===== src/rtl/rv32i_lsu_pkg.sv =====
// Shared definitions for the RV32I load/store unit: width codes, status codes,
// FSM encoding and the request-check / store-formatting helpers.
package rv32i_lsu_pkg;

  localparam logic [2:0] F3_B  = 3'b000;
  localparam logic [2:0] F3_H  = 3'b001;
  localparam logic [2:0] F3_W  = 3'b010;
  localparam logic [2:0] F3_BU = 3'b100;
  localparam logic [2:0] F3_HU = 3'b101;

  localparam logic [1:0] ERR_OK       = 2'b00;
  localparam logic [1:0] ERR_MISALIGN = 2'b01;
  localparam logic [1:0] ERR_ILLEGAL  = 2'b10;
  localparam logic [1:0] ERR_TIMEOUT  = 2'b11;

  typedef enum logic [1:0] {
    ST_IDLE     = 2'b00,
    ST_REQ      = 2'b01,
    ST_DONE     = 2'b10,
    ST_ERR_DONE = 2'b11
  } lsu_state_e;

  // Illegal width code outranks misalignment.
  function automatic logic [1:0] check_req(input logic       is_store,
                                           input logic [2:0] f3,
                                           input logic [1:0] lo);
    logic illegal;
    logic misalign;
    if (is_store) begin
      illegal = (f3 != F3_B) && (f3 != F3_H) && (f3 != F3_W);
    end else begin
      illegal = (f3 == 3'b011) || (f3 == 3'b110) || (f3 == 3'b111);
    end
    case (f3)
      F3_H, F3_HU: misalign = lo[0];
      F3_W:        misalign = (lo != 2'b00);
      default:     misalign = 1'b0;
    endcase
    if (illegal) begin
      return ERR_ILLEGAL;
    end else if (misalign) begin
      return ERR_MISALIGN;
    end else begin
      return ERR_OK;
    end
  endfunction

  function automatic logic [3:0] store_strb(input logic [2:0] f3, input logic [1:0] lo);
    case (f3[1:0])
      2'b00:   return 4'b0001 << lo;
      2'b01:   return 4'b0011 << lo;
      default: return 4'b1111;
    endcase
  endfunction

  function automatic logic [31:0] store_wdata(input logic [2:0] f3, input logic [31:0] data);
    case (f3[1:0])
      2'b00:   return {4{data[7:0]}};
      2'b01:   return {2{data[15:0]}};
      default: return data;
    endcase
  endfunction

endpackage


===== src/rtl/rv32i_lsu_if.sv =====
// Request/response and shared-memory port bundle of the load/store unit.
interface rv32i_lsu_if;
  logic        lsu_start;
  logic        is_store;
  logic [2:0]  funct3;
  logic [31:0] addr;
  logic [31:0] store_data;
  logic        busy;
  logic        done;
  logic [1:0]  err;
  logic [31:0] load_data;
  logic        mem_valid;
  logic [31:0] mem_addr;
  logic [31:0] mem_wdata;
  logic [3:0]  mem_wstrb;
  logic [31:0] mem_rdata;
  logic        mem_ready;

  modport master (
    input  lsu_start, is_store, funct3, addr, store_data,
    output busy, done, err, load_data,
    output mem_valid, mem_addr, mem_wdata, mem_wstrb,
    input  mem_rdata, mem_ready
  );

  modport slave (
    output lsu_start, is_store, funct3, addr, store_data,
    input  busy, done, err, load_data,
    input  mem_valid, mem_addr, mem_wdata, mem_wstrb,
    output mem_rdata, mem_ready
  );
endinterface


===== src/rtl/rv32i_lsu_load_align.sv =====
// Combinational lane select and sign/zero extension of a memory read word.
module lsu_load_align
  import rv32i_lsu_pkg::*;
(
  input  logic [31:0] i_rdata,
  input  logic [1:0]  i_addr_lo,
  input  logic [2:0]  i_funct3,
  output logic [31:0] o_data
);

  logic [7:0]  w_byte;
  logic [15:0] w_half;

  // Pick the addressed byte and halfword lanes.
  always_comb begin
    w_byte = 8'h00;
    case (i_addr_lo)
      2'b00:   w_byte = i_rdata[7:0];
      2'b01:   w_byte = i_rdata[15:8];
      2'b10:   w_byte = i_rdata[23:16];
      2'b11:   w_byte = i_rdata[31:24];
      default: w_byte = 8'h00;
    endcase
    if (i_addr_lo[1]) begin
      w_half = i_rdata[31:16];
    end else begin
      w_half = i_rdata[15:0];
    end
  end

  // Extend the selected lane according to the width code.
  always_comb begin
    o_data = i_rdata;
    case (i_funct3)
      F3_B:    o_data = {{24{w_byte[7]}}, w_byte};
      F3_BU:   o_data = {24'h000000, w_byte};
      F3_H:    o_data = {{16{w_half[15]}}, w_half};
      F3_HU:   o_data = {16'h0000, w_half};
      default: o_data = i_rdata;
    endcase
  end

endmodule


===== src/rtl/rv32i_lsu.sv =====
// RV32I load/store unit: checks a request, runs one valid/ready memory access
// with a timeout, and reports completion status with a one-cycle done pulse.
module rv32i_lsu
  import rv32i_lsu_pkg::*;
#(
  parameter int unsigned MEM_TIMEOUT = 255
) (
  input  logic         clk,
  input  logic         reset,
  rv32i_lsu_if.master  bus
);

  localparam logic [7:0] TO_LAST = 8'(MEM_TIMEOUT - 1);

  lsu_state_e  r_state;
  logic        r_busy;
  logic        r_done;
  logic [1:0]  r_err;
  logic [31:0] r_load_data;
  logic        r_mem_valid;
  logic [31:0] r_mem_addr;
  logic [31:0] r_mem_wdata;
  logic [3:0]  r_mem_wstrb;
  logic [7:0]  r_cnt;
  logic        r_is_store;
  logic [2:0]  r_funct3;
  logic [1:0]  r_addr_lo;

  logic [1:0]  w_chk;
  logic [31:0] w_load_ext;

  assign w_chk = check_req(bus.is_store, bus.funct3, bus.addr[1:0]);

  lsu_load_align u_align (
    .i_rdata   (bus.mem_rdata),
    .i_addr_lo (r_addr_lo),
    .i_funct3  (r_funct3),
    .o_data    (w_load_ext)
  );

  // Request FSM with all outputs registered.
  always_ff @(posedge clk) begin
    if (reset) begin
      r_state     <= ST_IDLE;
      r_busy      <= 1'b0;
      r_done      <= 1'b0;
      r_err       <= ERR_OK;
      r_load_data <= 32'h0000_0000;
      r_mem_valid <= 1'b0;
      r_mem_addr  <= 32'h0000_0000;
      r_mem_wdata <= 32'h0000_0000;
      r_mem_wstrb <= 4'b0000;
      r_cnt       <= 8'd0;
      r_is_store  <= 1'b0;
      r_funct3    <= 3'b000;
      r_addr_lo   <= 2'b00;
    end else begin
      case (r_state)
        ST_IDLE: begin
          if (bus.lsu_start) begin
            r_busy     <= 1'b1;
            r_is_store <= bus.is_store;
            r_funct3   <= bus.funct3;
            r_addr_lo  <= bus.addr[1:0];
            r_cnt      <= 8'd0;
            if (w_chk != ERR_OK) begin
              r_state <= ST_ERR_DONE;
              r_done  <= 1'b1;
              r_err   <= w_chk;
            end else begin
              r_state     <= ST_REQ;
              r_mem_valid <= 1'b1;
              r_mem_addr  <= {bus.addr[31:2], 2'b00};
              r_mem_wstrb <= bus.is_store ? store_strb(bus.funct3, bus.addr[1:0]) : 4'b0000;
              r_mem_wdata <= bus.is_store ? store_wdata(bus.funct3, bus.store_data) : 32'h0000_0000;
            end
          end
        end
        ST_REQ: begin
          // A handshake on the final counted cycle still wins over the timeout.
          if (bus.mem_ready) begin
            r_mem_valid <= 1'b0;
            r_state     <= ST_DONE;
            r_done      <= 1'b1;
            r_err       <= ERR_OK;
            if (!r_is_store) begin
              r_load_data <= w_load_ext;
            end
          end else if (r_cnt == TO_LAST) begin
            r_mem_valid <= 1'b0;
            r_state     <= ST_DONE;
            r_done      <= 1'b1;
            r_err       <= ERR_TIMEOUT;
          end else begin
            r_cnt <= r_cnt + 8'd1;
          end
        end
        ST_DONE, ST_ERR_DONE: begin
          r_state <= ST_IDLE;
          r_done  <= 1'b0;
          r_err   <= ERR_OK;
          r_busy  <= 1'b0;
        end
        default: begin
          r_state     <= ST_IDLE;
          r_done      <= 1'b0;
          r_err       <= ERR_OK;
          r_busy      <= 1'b0;
          r_mem_valid <= 1'b0;
        end
      endcase
    end
  end

  assign bus.busy      = r_busy;
  assign bus.done      = r_done;
  assign bus.err       = r_err;
  assign bus.load_data = r_load_data;
  assign bus.mem_valid = r_mem_valid;
  assign bus.mem_addr  = r_mem_addr;
  assign bus.mem_wdata = r_mem_wdata;
  assign bus.mem_wstrb = r_mem_wstrb;

endmodule


===== src/flat_wrapper.sv =====
// flat-port wrapper written by rule: the top's interface ports become plain ports
module rv32i_lsu_flat import rv32i_lsu_pkg::*;
#(
  parameter int unsigned MEM_TIMEOUT = 255
)
  (clk, reset, bus_lsu_start, bus_is_store, bus_funct3, bus_addr, bus_store_data, bus_busy, bus_done, bus_err, bus_load_data, bus_mem_valid, bus_mem_addr, bus_mem_wdata, bus_mem_wstrb, bus_mem_rdata, bus_mem_ready);
  rv32i_lsu_if bus_i ();
  input  logic clk;
  input  logic reset;
  input wire logic [$bits(bus_i.lsu_start)-1:0] bus_lsu_start;
  input wire logic [$bits(bus_i.is_store)-1:0] bus_is_store;
  input wire logic [$bits(bus_i.funct3)-1:0] bus_funct3;
  input wire logic [$bits(bus_i.addr)-1:0] bus_addr;
  input wire logic [$bits(bus_i.store_data)-1:0] bus_store_data;
  output wire logic [$bits(bus_i.busy)-1:0] bus_busy;
  output wire logic [$bits(bus_i.done)-1:0] bus_done;
  output wire logic [$bits(bus_i.err)-1:0] bus_err;
  output wire logic [$bits(bus_i.load_data)-1:0] bus_load_data;
  output wire logic [$bits(bus_i.mem_valid)-1:0] bus_mem_valid;
  output wire logic [$bits(bus_i.mem_addr)-1:0] bus_mem_addr;
  output wire logic [$bits(bus_i.mem_wdata)-1:0] bus_mem_wdata;
  output wire logic [$bits(bus_i.mem_wstrb)-1:0] bus_mem_wstrb;
  input wire logic [$bits(bus_i.mem_rdata)-1:0] bus_mem_rdata;
  input wire logic [$bits(bus_i.mem_ready)-1:0] bus_mem_ready;
  assign bus_i.lsu_start = bus_lsu_start;
  assign bus_i.is_store = bus_is_store;
  assign bus_i.funct3 = bus_funct3;
  assign bus_i.addr = bus_addr;
  assign bus_i.store_data = bus_store_data;
  assign bus_busy = bus_i.busy;
  assign bus_done = bus_i.done;
  assign bus_err = bus_i.err;
  assign bus_load_data = bus_i.load_data;
  assign bus_mem_valid = bus_i.mem_valid;
  assign bus_mem_addr = bus_i.mem_addr;
  assign bus_mem_wdata = bus_i.mem_wdata;
  assign bus_mem_wstrb = bus_i.mem_wstrb;
  assign bus_i.mem_rdata = bus_mem_rdata;
  assign bus_i.mem_ready = bus_mem_ready;
  rv32i_lsu #(.MEM_TIMEOUT(MEM_TIMEOUT)) u_core (.clk(clk), .reset(reset), .bus(bus_i));
endmodule

===== config.mk =====
export PLATFORM = sky130hd
export DESIGN_NAME = rv32i_lsu_flat
export DESIGN_NICKNAME = d
export VERILOG_FILES = /design/src/rtl/rv32i_lsu_pkg.sv /design/src/rtl/rv32i_lsu_if.sv /design/src/rtl/rv32i_lsu_load_align.sv /design/src/rtl/rv32i_lsu.sv /design/src/flat_wrapper.sv
export SDC_FILE = /design/constraint.sdc
export NUM_CORES = 1
export LEC_CHECK = 0
export CORE_UTILIZATION = 44
export DETAILED_ROUTE_END_ITERATION = 10
export PLACE_DENSITY = 0.84
export SLEW_MARGIN = 20
export SYNTH_ARGS = -nofsm -noshare
export SYNTH_HDL_FRONTEND = slang
export SYNTH_SLANG_ARGS = --single-unit
export TNS_END_PERCENT = 100

===== constraint.sdc =====
create_clock -name clk -period 2 [get_ports clk]
set_input_delay 0.5 -clock clk [delete_from_list [all_inputs] [get_ports clk]]
set_output_delay 0.5 -clock clk [all_outputs]
set_load 0.05 [all_outputs]

==> results of run 1 <==
logic make-up (layout without fill, tap and decap cells):
family	after synthesis	count (layout)	share of synthesized area [%]
compound gates	203	203	23.2
xor+xnor	1	1	0.164
fa+ha+maj	2	2	0.470
buf+inv	57	303	4.91
flops	119	119	44.7
mux	30	30	5.94
other cells	1	2	0.0704
simple gates	231	231	20.5
final cells by class:
cell class | count | area, µm² | area share [%]
multi-input cells | 469 | 2700 | 32.2
repair buffers | 267 | 2460 | 29.4
flip-flops and latches | 119 | 2380 | 28.4
clock buffers | 19 | 453 | 5.40
clock inverters | 13 | 194 | 2.31
well taps | 143 | 179 | 2.13
inverters | 4 | 15.0 | 0.179
layout by cell type, fill, tap and decap left out, types with 3 or more instances in the layout:
cell type / synthesis / final
sky130_fd_sc_hd__nand2_1: 121 / 121
sky130_fd_sc_hd__a21oi_1: 91 / 91
sky130_fd_sc_hd__or3_1: 5 / 5
sky130_fd_sc_hd__a31o_1: 5 / 5
sky130_fd_sc_hd__o21ai_0: 45 / 45
sky130_fd_sc_hd__nor2_1: 16 / 16
sky130_fd_sc_hd__dfxtp_1: 119 / 119
sky130_fd_sc_hd__mux2i_1: 17 / 17
sky130_fd_sc_hd__o221ai_1: 3 / 3
sky130_fd_sc_hd__inv_1: 3 / 3
sky130_fd_sc_hd__a22o_1: 6 / 6
sky130_fd_sc_hd__o211ai_1: 9 / 9
sky130_fd_sc_hd__nor2b_1: 26 / 26
sky130_fd_sc_hd__mux2_2: 13 / 13
sky130_fd_sc_hd__a31o_2: 11 / 11
sky130_fd_sc_hd__buf_4: 5 / 102
sky130_fd_sc_hd__nor3_1: 21 / 21
sky130_fd_sc_hd__bufinv_16: 0 / 4
sky130_fd_sc_hd__nand2b_1: 5 / 5
sky130_fd_sc_hd__inv_6: 0 / 3
sky130_fd_sc_hd__a31oi_1: 3 / 3
sky130_fd_sc_hd__a22oi_1: 8 / 8
sky130_fd_sc_hd__clkbuf_16: 0 / 19
sky130_fd_sc_hd__dlygate4sd2_1: 0 / 52
sky130_fd_sc_hd__o31ai_1: 11 / 11
sky130_fd_sc_hd__clkdlybuf4s50_1: 0 / 100
sky130_fd_sc_hd__nand3_1: 21 / 21
sky130_fd_sc_hd__buf_12: 0 / 8
sky130_fd_sc_hd__clkinv_4: 0 / 4
power by group through the flow:
stage / Sequential [mW] / Clock, mW / Combinational [mW]
global placement: 2.60 / 0 / 1.40
finish: 2.56 / 3.32 / 1.43
CTS: 2.56 / 3.35 / 1.40
floorplan: 2.93 / 0 / 0.470
global route: 2.57 / 3.47 / 1.51
detailed placement: 2.61 / 0 / 1.42
state kept, by name (all words and copies together) (netlist names):
register / cells
u_core.bus.busy: 1
u_core.bus.err: 2
u_core.bus.mem_wstrb: 4
u_core.bus.mem_valid: 1
u_core.r_is_store: 1
u_core.bus.mem_wdata: 32
u_core.r_addr_lo: 2
u_core.r_state: 2
u_core.r_funct3: 3
u_core.bus.mem_addr: 30
u_core.bus.done: 1
u_core.r_cnt: 8
u_core.bus.load_data: 32
worst min-delay path, cell delays in order (launching register included):
cell,delay [ps]
sky130_fd_sc_hd__dfxtp_1,300
sky130_fd_sc_hd__nand2_1,50
sky130_fd_sc_hd__a21oi_1,50
synth_stat cells, types with 2 or more instances:
master	instances	share of area, %
sky130_fd_sc_hd__a21oi_1	91	8.6
sky130_fd_sc_hd__a22o_1	6	0.99
sky130_fd_sc_hd__a22oi_1	8	1.1
sky130_fd_sc_hd__a31o_1	5	0.82
sky130_fd_sc_hd__a31o_2	11	1.8
sky130_fd_sc_hd__a31oi_1	3	0.35
sky130_fd_sc_hd__buf_1	2	0.14
sky130_fd_sc_hd__buf_2	11	1.0
sky130_fd_sc_hd__buf_4	5	0.70
sky130_fd_sc_hd__buf_6	2	0.42
sky130_fd_sc_hd__clkbuf_1	33	2.3
sky130_fd_sc_hd__dfxtp_1	119	45
sky130_fd_sc_hd__ha_1	2	0.47
sky130_fd_sc_hd__inv_1	3	0.21
sky130_fd_sc_hd__mux2_2	13	2.7
sky130_fd_sc_hd__mux2i_1	17	3.2
sky130_fd_sc_hd__nand2_1	121	8.5
sky130_fd_sc_hd__nand2b_1	5	0.59
sky130_fd_sc_hd__nand3_1	21	2.0
sky130_fd_sc_hd__nand4_1	2	0.23
sky130_fd_sc_hd__nor2_1	16	1.1
sky130_fd_sc_hd__nor2b_1	26	3.1
sky130_fd_sc_hd__nor3_1	21	2.0
sky130_fd_sc_hd__nor3b_1	2	0.28
sky130_fd_sc_hd__o2111ai_1	2	0.33
sky130_fd_sc_hd__o211ai_1	9	1.3
sky130_fd_sc_hd__o21ai_0	45	4.2
sky130_fd_sc_hd__o221ai_1	3	0.49
sky130_fd_sc_hd__o31ai_1	11	1.6
sky130_fd_sc_hd__or3_1	5	0.59
sky130_fd_sc_hd__or3b_2	2	0.33
sky130_fd_sc_hd__or4_1	2	0.28
how the worst max path moves through the flow:
| stage | cells after the start | slack (ps) | from | endpoint |
|---|---|---|---|---|
| 2_1_floorplan | 6 | 180 | bus_funct3[0] | u_core.bus.mem_wstrb[0] |
| 3_3_place_gp | 6 | -290 | bus_funct3[0] | u_core.bus.mem_wdata[5] |
| 3_5_place_dp | 9 | -390 | bus_funct3[0] | u_core.bus.mem_wdata[16] |
| 4_1_cts | 6 | 50 | bus_funct3[2] | u_core.bus.mem_addr[11] |
| 5_1_grt | 8 | -9 | bus_funct3[0] | u_core.bus.mem_addr[13] |
| 6_report | 7 | 70 | bus_funct3[0] | u_core.bus.mem_addr[20] |
timing repair:
item | CTS | global route
pin swaps | 0 | 2
setup buffers | 0 | 2
hold buffers | 0 | 0
gates resized for setup | 53 | 2
endpoints found under the hold margin | 0 | 0
cloned | 0 | 2
setup endpoints to repair | 54 | 17
metrics by stage:
step                setup WS (ps)  hold slack [ps]  setup TNS, ps  power [mW]  instances
floorplan                     179              441              0        3.40        645
global placement             -290              434         -17700        4.00        998
detailed placement           -388              448         -21850        4.03        998
CTS                          45.1              454              0        7.30       1030
global route                -8.93              477          -14.1        7.55       1034
finish                       73.2              453              0        7.30       1034
metal layers:
metal | part of all wire (%) | wire length (µm) | vias to the layer above | GRT usage, %
met4 | 2.5 | 443 | 0 | 10.1
met3 | 8.1 | 1430 | 34 | 8.05
met5 | 0 | 0 | - | 0
li1 | - | - | 2751 | -
met2 | 50 | 8870 | 264 | 49.8
met1 | 39 | 6910 | 2706 | 30.8
==> qor.log, run 1 <==
[logic_synthesis] register bit count reported by yosys 119
[placed_design] HPWL Detailed 12,700 µm
[hold_path] worst min-delay path endpoint u_core.bus.mem_addr[25]
[hold_path] Hold Crit Depth 2
[grt] largest net degree at the start of global routing 44
[sta] final critical delay including setup and external delays 1930 ps
[worst_setup_path] critical path data arrival time 2260 ps
[sta] final clock skew 8.43 ps
[worst_setup_path] worst reg2reg startpoint u_core.r_cnt[0]
[power] worst vdd ir 0.000521 V
[die] number of rows created at floorplan 39
[clock_tree] CTS Buf Count 17
[sta] final count of hold timing violations 0
[sta] Slew Limit Headroom 65.4%
[routing] number of vias per cell 5.57
[worst_setup_path] FF-to-FF End u_core.r_cnt[3]
[logic_synthesis] predominant post-synthesis flop cell sky130_fd_sc_hd__dfxtp_1
[sta] f_max 519 MHz
[sta] fin crit share 96.3%
[logic_synthesis] number of enable flip-flop cells after synthesis 0
[logic_synthesis] sequential fraction of the synthesis area 44.7%
[sta] actual transition at the worst max-transition pin 521 ps
[die] die boundary width 112 µm
[worst_setup_path] Crit path max-delay family buffers and inverters
[power] clock network fraction of total power 45.4%
[hold_path] worst hold path class register to register
[logic_synthesis] Ys Warns 0
[placed_design] IO buf count 206
[sta] total setup violations reported at the end of the flow 0
[power] Internal Dissipation 5.24 mW
[power] proportion of total power due to net switching 28.2%
[worst_setup_path] Bufs and invs on worst path 3
[grt] number of antenna violations at the first check in global routing 0
[outcome] run status finished with violations
[layout] fraction of layout instances using a drive strength above 1 20.2%
[hold_path] launch instance of the worst min-delay path u_core.bus.mem_addr[25]
[layout] n_diodes 0
[clock_tree] total number of clock tree sinks 119
[routing] number of DRC violations after detailed routing 14
[routing] DRC marker count from the first detailed-route iteration 419
[clock_tree] worst-case clock buffer depth 2
[routing] antenna-violating nets left 0
[power] power density over the cells 870 nW/µm²
[run] count of max-cap constraint violations 0
[worst_setup_path] CP max stage delay 580 ps
[worst_setup_path] Register-to-Register Setup Slack 270 ps
[logic_synthesis] Mapped Avg Cell Area 8.27 µm²
[layout] Post-Route Utilization 72.2%
[logic_synthesis] Synth Instances 644
[outcome] failing checks design-rule violations
[routing] drt wl/cell 17.1 µm
[worst_setup_path] category of the critical setup timing path input port to register
[die] effective utilization at floorplan 45.9%
[worst_setup_path] slowest stage cell on the critical path sky130_fd_sc_hd__or4_4
[worst_setup_path] depth of the worst register-to-register path 7
[routing] via total after detailed routing 5,755
[logic_synthesis] synth unique cells 52
[layout] number of nets in the final layout 984
[power] sequential fraction of design power 35.0%
[grt] Global Route Usage Sum 27.6%
[clock_tree] clock tree from TritonCTS done
[die] number of placed I/O pins 209
[die] total core area 11,600 µm²
[placed_design] weighted congestion at the end of routability-driven global placement 0.929
[routing] sum of routed wire length over all layers 17,600 µm
[layout] count of filler cells inserted in the layout 883
[grt] global-route wire length before repair 27,600 µm
[clock_tree] count of H-tree levels built during CTS 4
[worst_setup_path] crit-path max FO 19
[worst_setup_path] CP Cell Sequence clkdlybuf4s50_1, or4_4, a21oi_4, buf_12, clkbuf_16, nand2_1, a21oi_1
[routing] DRT Pass-1 Iters 8
[clock_tree] clock latency reported for the late side of the worst-skew pair 410 ps
[power] leakage dissipation 3.48 nW
[worst_setup_path] Critical Path RT 2330 ps
[power] part of the power in combinational logic 19.6%
[clock_tree] clock transition time at the flip-flop clock pins of the worst setup and hold paths 50 ps
[die] Die Area 12,500 µm²
[die] vertical die dimension 112 µm
[worst_setup_path] Critical Path End Type register
[sta] number of max-slew violations in the final report 0
[logic_synthesis] Synth async-reset ratio 0%
[logic_synthesis] post-synthesis instance area 5330 µm²
[worst_setup_path] critical path startpoint category input port
[grt] via count of the first global-routing pass 5,655
[grt] overflow left after global routing 0
[layout] layout overhead on the synthesized area 57.5%
[layout] Final Cell Area 8390 µm²
[power] Sw Pwr 2.06 mW
[clock_tree] master cell of the clock root buffer sky130_fd_sc_hd__clkbuf_16
[placed_design] Post-Place Cell Area 7710 µm²
Note: power is estimated with default switching activity, not from simulation.
==> inputs of run 2 (changes only) <==
- SLEW_MARGIN: 20 -> not set
==> results of run 2 <==
Same layout as run 1: the final DEF is identical, and so are final timing and power.
==> inputs of run 3 (changes only) <==
- GPL_TIMING_DRIVEN: not set -> 0
==> run 3 against run 2 <==
  * Via count decreased by 0.49%
  * Sequential share of layout area increased by 0.88 points
  * Register-to-register slack worse by 160 ps
  * First-iteration DRC count shrank 14%
  * Routed wire length is 5.0% higher
  * Cell count decreased by 0.97%
  * Clock power is essentially flat
  * Clock skew grew 2.5 ps
  * The run still ends with design-rule violations left
==> qor.log, run 3 (synthesized netlist as in run 1, its figures left out) <==
[sta] final count of hold timing violations 0 [unchanged]
[clock_tree] total number of clock tree sinks 119 [unchanged]
[die] number of placed I/O pins 209 [unchanged]
[die] total core area 11,600 µm² [unchanged]
[clock_tree] clock tree from TritonCTS done
[grt] global-route wire length before repair 29,300 µm [+6.4%]
[power] overall power after layout 7.19 mW [-1.5%]
[worst_setup_path] CP max stage delay 400 ps [-180 ps]
[sta] final clock skew 10.9 ps [+2.51 ps]
[die] vertical die dimension 112 µm [unchanged]
[power] power density over the cells 884 nW/µm² [+1.6%]
[layout] layout overhead on the synthesized area 52.7%
[layout] flip-flop and latch area 2380 µm² [unchanged]
[layout] number of nets in the final layout 974 [-1.0%]
[clock_tree] CTS Buf Count 17 [unchanged]
[worst_setup_path] critical path data arrival time 2160 ps [-100 ps]
[die] effective utilization at floorplan 45.9% [unchanged]
[worst_setup_path] crit-path max FO 9 [-10]
[sta] f_max 528 MHz [+1.8%]
[routing] number of vias per cell 5.59 [+0.49%]
[layout] Post-Route Utilization 70.0% [-2.2 points]
[run] count of max-cap constraint violations 0 [unchanged]
[grt] overflow left after global routing 0 [unchanged]
[outcome] failing checks design-rule violations
[routing] DRC marker count from the first detailed-route iteration 359 [-14%]
[sta] number of max-slew violations in the final report 0 [unchanged]
[grt] via count of the first global-routing pass 5,796 [+2.5%]
[layout] fraction of layout instances using a drive strength above 1 10.9% [-9.3 points]
[placed_design] HPWL Detailed 13,700 µm [+8.3%]
[routing] antenna-violating nets left 0 [unchanged]
[worst_setup_path] Critical Path End Type register
[sta] total setup violations reported at the end of the flow 0 [unchanged]
[clock_tree] count of H-tree levels built during CTS 4 [unchanged]
[worst_setup_path] slowest stage cell on the critical path sky130_fd_sc_hd__mux2_2
[layout] n_diodes 0 [unchanged]
[power] leakage dissipation 3.39 nW [-2.5%]
[placed_design] weighted congestion at the end of routability-driven global placement 0.889 [-4.3%]
[layout] Final Cell Area 8140 µm² [-3.0%]
[sta] final critical delay including setup and external delays 1890 ps [-34.0 ps]
[sta] Slew Limit Headroom 35.9% [-30 points]
[hold_path] Hold Crit Depth 3 [+1]
[routing] via total after detailed routing 5,727 [-0.49%]
[die] die boundary width 112 µm [unchanged]
[sta] Post-Route Setup TNS 0 ps [unchanged]
[clock_tree] clock latency reported for the late side of the worst-skew pair 410 ps [about the same]
[layout] highest-count cells in the layout ignoring fill and taps 121 x sky130_fd_sc_hd__nand2_1, 119 x sky130_fd_sc_hd__dfxtp_1, 106 x sky130_fd_sc_hd__dlygate4sd2_1, 96 x sky130_fd_sc_hd__clkdlybuf4s50_1, 90 x sky130_fd_sc_hd__a21oi_1
[power] worst vdd ir 0.000541 V [+3.8%]
[worst_setup_path] Critical Path RT 2270 ps [-60 ps]
[grt] Global Route Usage Sum 29.7% [+2.1 points]
[placed_design] Post-Place Cell Area 7530 µm² [-2.4%]
[sta] actual transition at the worst max-transition pin 960 ps [+439 ps]
[die] number of rows created at floorplan 39 [unchanged]
[routing] DRT Pass-1 Iters 8 [unchanged]
[worst_setup_path] critical path startpoint category register
[layout] count of filler cells inserted in the layout 961 [+8.8%]
[placed_design] IO buf count 202 [-1.9%]
[clock_tree] count of hold-fix buffers inserted at cts 0 [unchanged]
[grt] number of antenna violations at the first check in global routing 0 [unchanged]
[clock_tree] worst-case clock buffer depth 2 [unchanged]
[hold_path] worst hold path class input port to register
[outcome] run status finished with violations
[layout] multi-input logic area 2740 µm² [+1.5%]
[worst_setup_path] CP Cell Sequence buf_2, nor2b_1, clkbuf_1, mux2_2, o211ai_1, a21oi_1
[worst_setup_path] category of the critical setup timing path register to register
[routing] sum of routed wire length over all layers 18,500 µm [+5.0%]
[routing] drt wl/cell 18.1 µm [+6.1%]
[clock_tree] master cell of the clock root buffer sky130_fd_sc_hd__clkbuf_16
[routing] number of DRC violations after detailed routing 14 [unchanged]
[sta] fin crit share 94.6% [-1.7 points]
[grt] largest net degree at the start of global routing 17 [-61%]
[clock_tree] clock transition time at the flip-flop clock pins of the worst setup and hold paths 60 ps [about the same]
[layout] most common cell after layout, fill and taps aside sky130_fd_sc_hd__nand2_1
[worst_setup_path] depth of the worst register-to-register path 6 [-1]
[die] Die Area 12,500 µm² [unchanged]
## run 3: cell types whose count changed in the layout (fill, tap and decap cells not counted), sizes merged, moves of 2 or more
cell / delta
dlymetal6s2s: -2
clkdlybuf4s50: -4
buf: -89
clkbuf: +31
dlygate4sd2: +54
clkinv: -2
## run 3: path summary, 6_finish.rpt
check / start / to / slack [ps]
worst min register to register: u_core.bus.mem_wdata[6] / u_core.bus.mem_wdata[6] / 450
worst min-delay path: bus_addr[0] / u_core.r_addr_lo[0] / 450
worst max register to register: u_core.r_addr_lo[1] / u_core.bus.load_data[0] / 110
worst max-delay path: u_core.r_addr_lo[1] / u_core.bus.load_data[0] / 110
## run 3: metrics by stage
stage	instances	setup slack, ps	hold slack (ps)
finish	1024	107	452
global route	1024	-1.67	464
global placement	990	-720	438
detailed placement	990	-742	446
floorplan	645	179	441
CTS	1024	36.9	447
## run 3: cell type report
cell class / instances / share of cell area (%)
Timing Repair Buffer: 204 / 23.5
Tap cell: 143 / 2.20
Multi-Input combinational cell: 469 / 33.7
Buffer: 53 / 3.28
Sequential cell: 119 / 29.3
Clock inverter: 13 / 2.37
Inverter: 4 / 0.185
Clock buffer: 19 / 5.44
## run 3: repair_timing
| action | in CTS | in global routing |
|---|---|---|
| gates cloned | 1 | 0 |
| endpoints found under the hold margin | 0 | 0 |
| buffers inserted | 1 | 0 |
| setup endpoints to repair | 179 | 36 |
| resized for setup | 118 | 9 |
| pin swaps | 1 | 0 |
## run 3: worst max-delay path, delay by kind of cell (launching register included)
family	cells	cell delay (ps)
muxes	1	400
DFF	1	300
AOI/OAI and AO/OA	2	350
and+or+nand+nor	1	140
buffers and inverters	2	570
## run 3: where the power goes
group / switching (mW) / total, mW / internal [mW]
clock network: 1.16 / 3.30 / 2.14
registers: 0.0619 / 2.55 / 2.48
logic: 0.857 / 1.35 / 0.492
total: 2.08 / 7.19 / 5.11
## run 3: per-layer routing
layer | track usage (%) | routed length (µm)
met1 | 32.7 | 7160
met2 | 51.8 | 9210
met3 | 11.1 | 1770
met4 | 11.4 | 390
met5 | 0 | 0
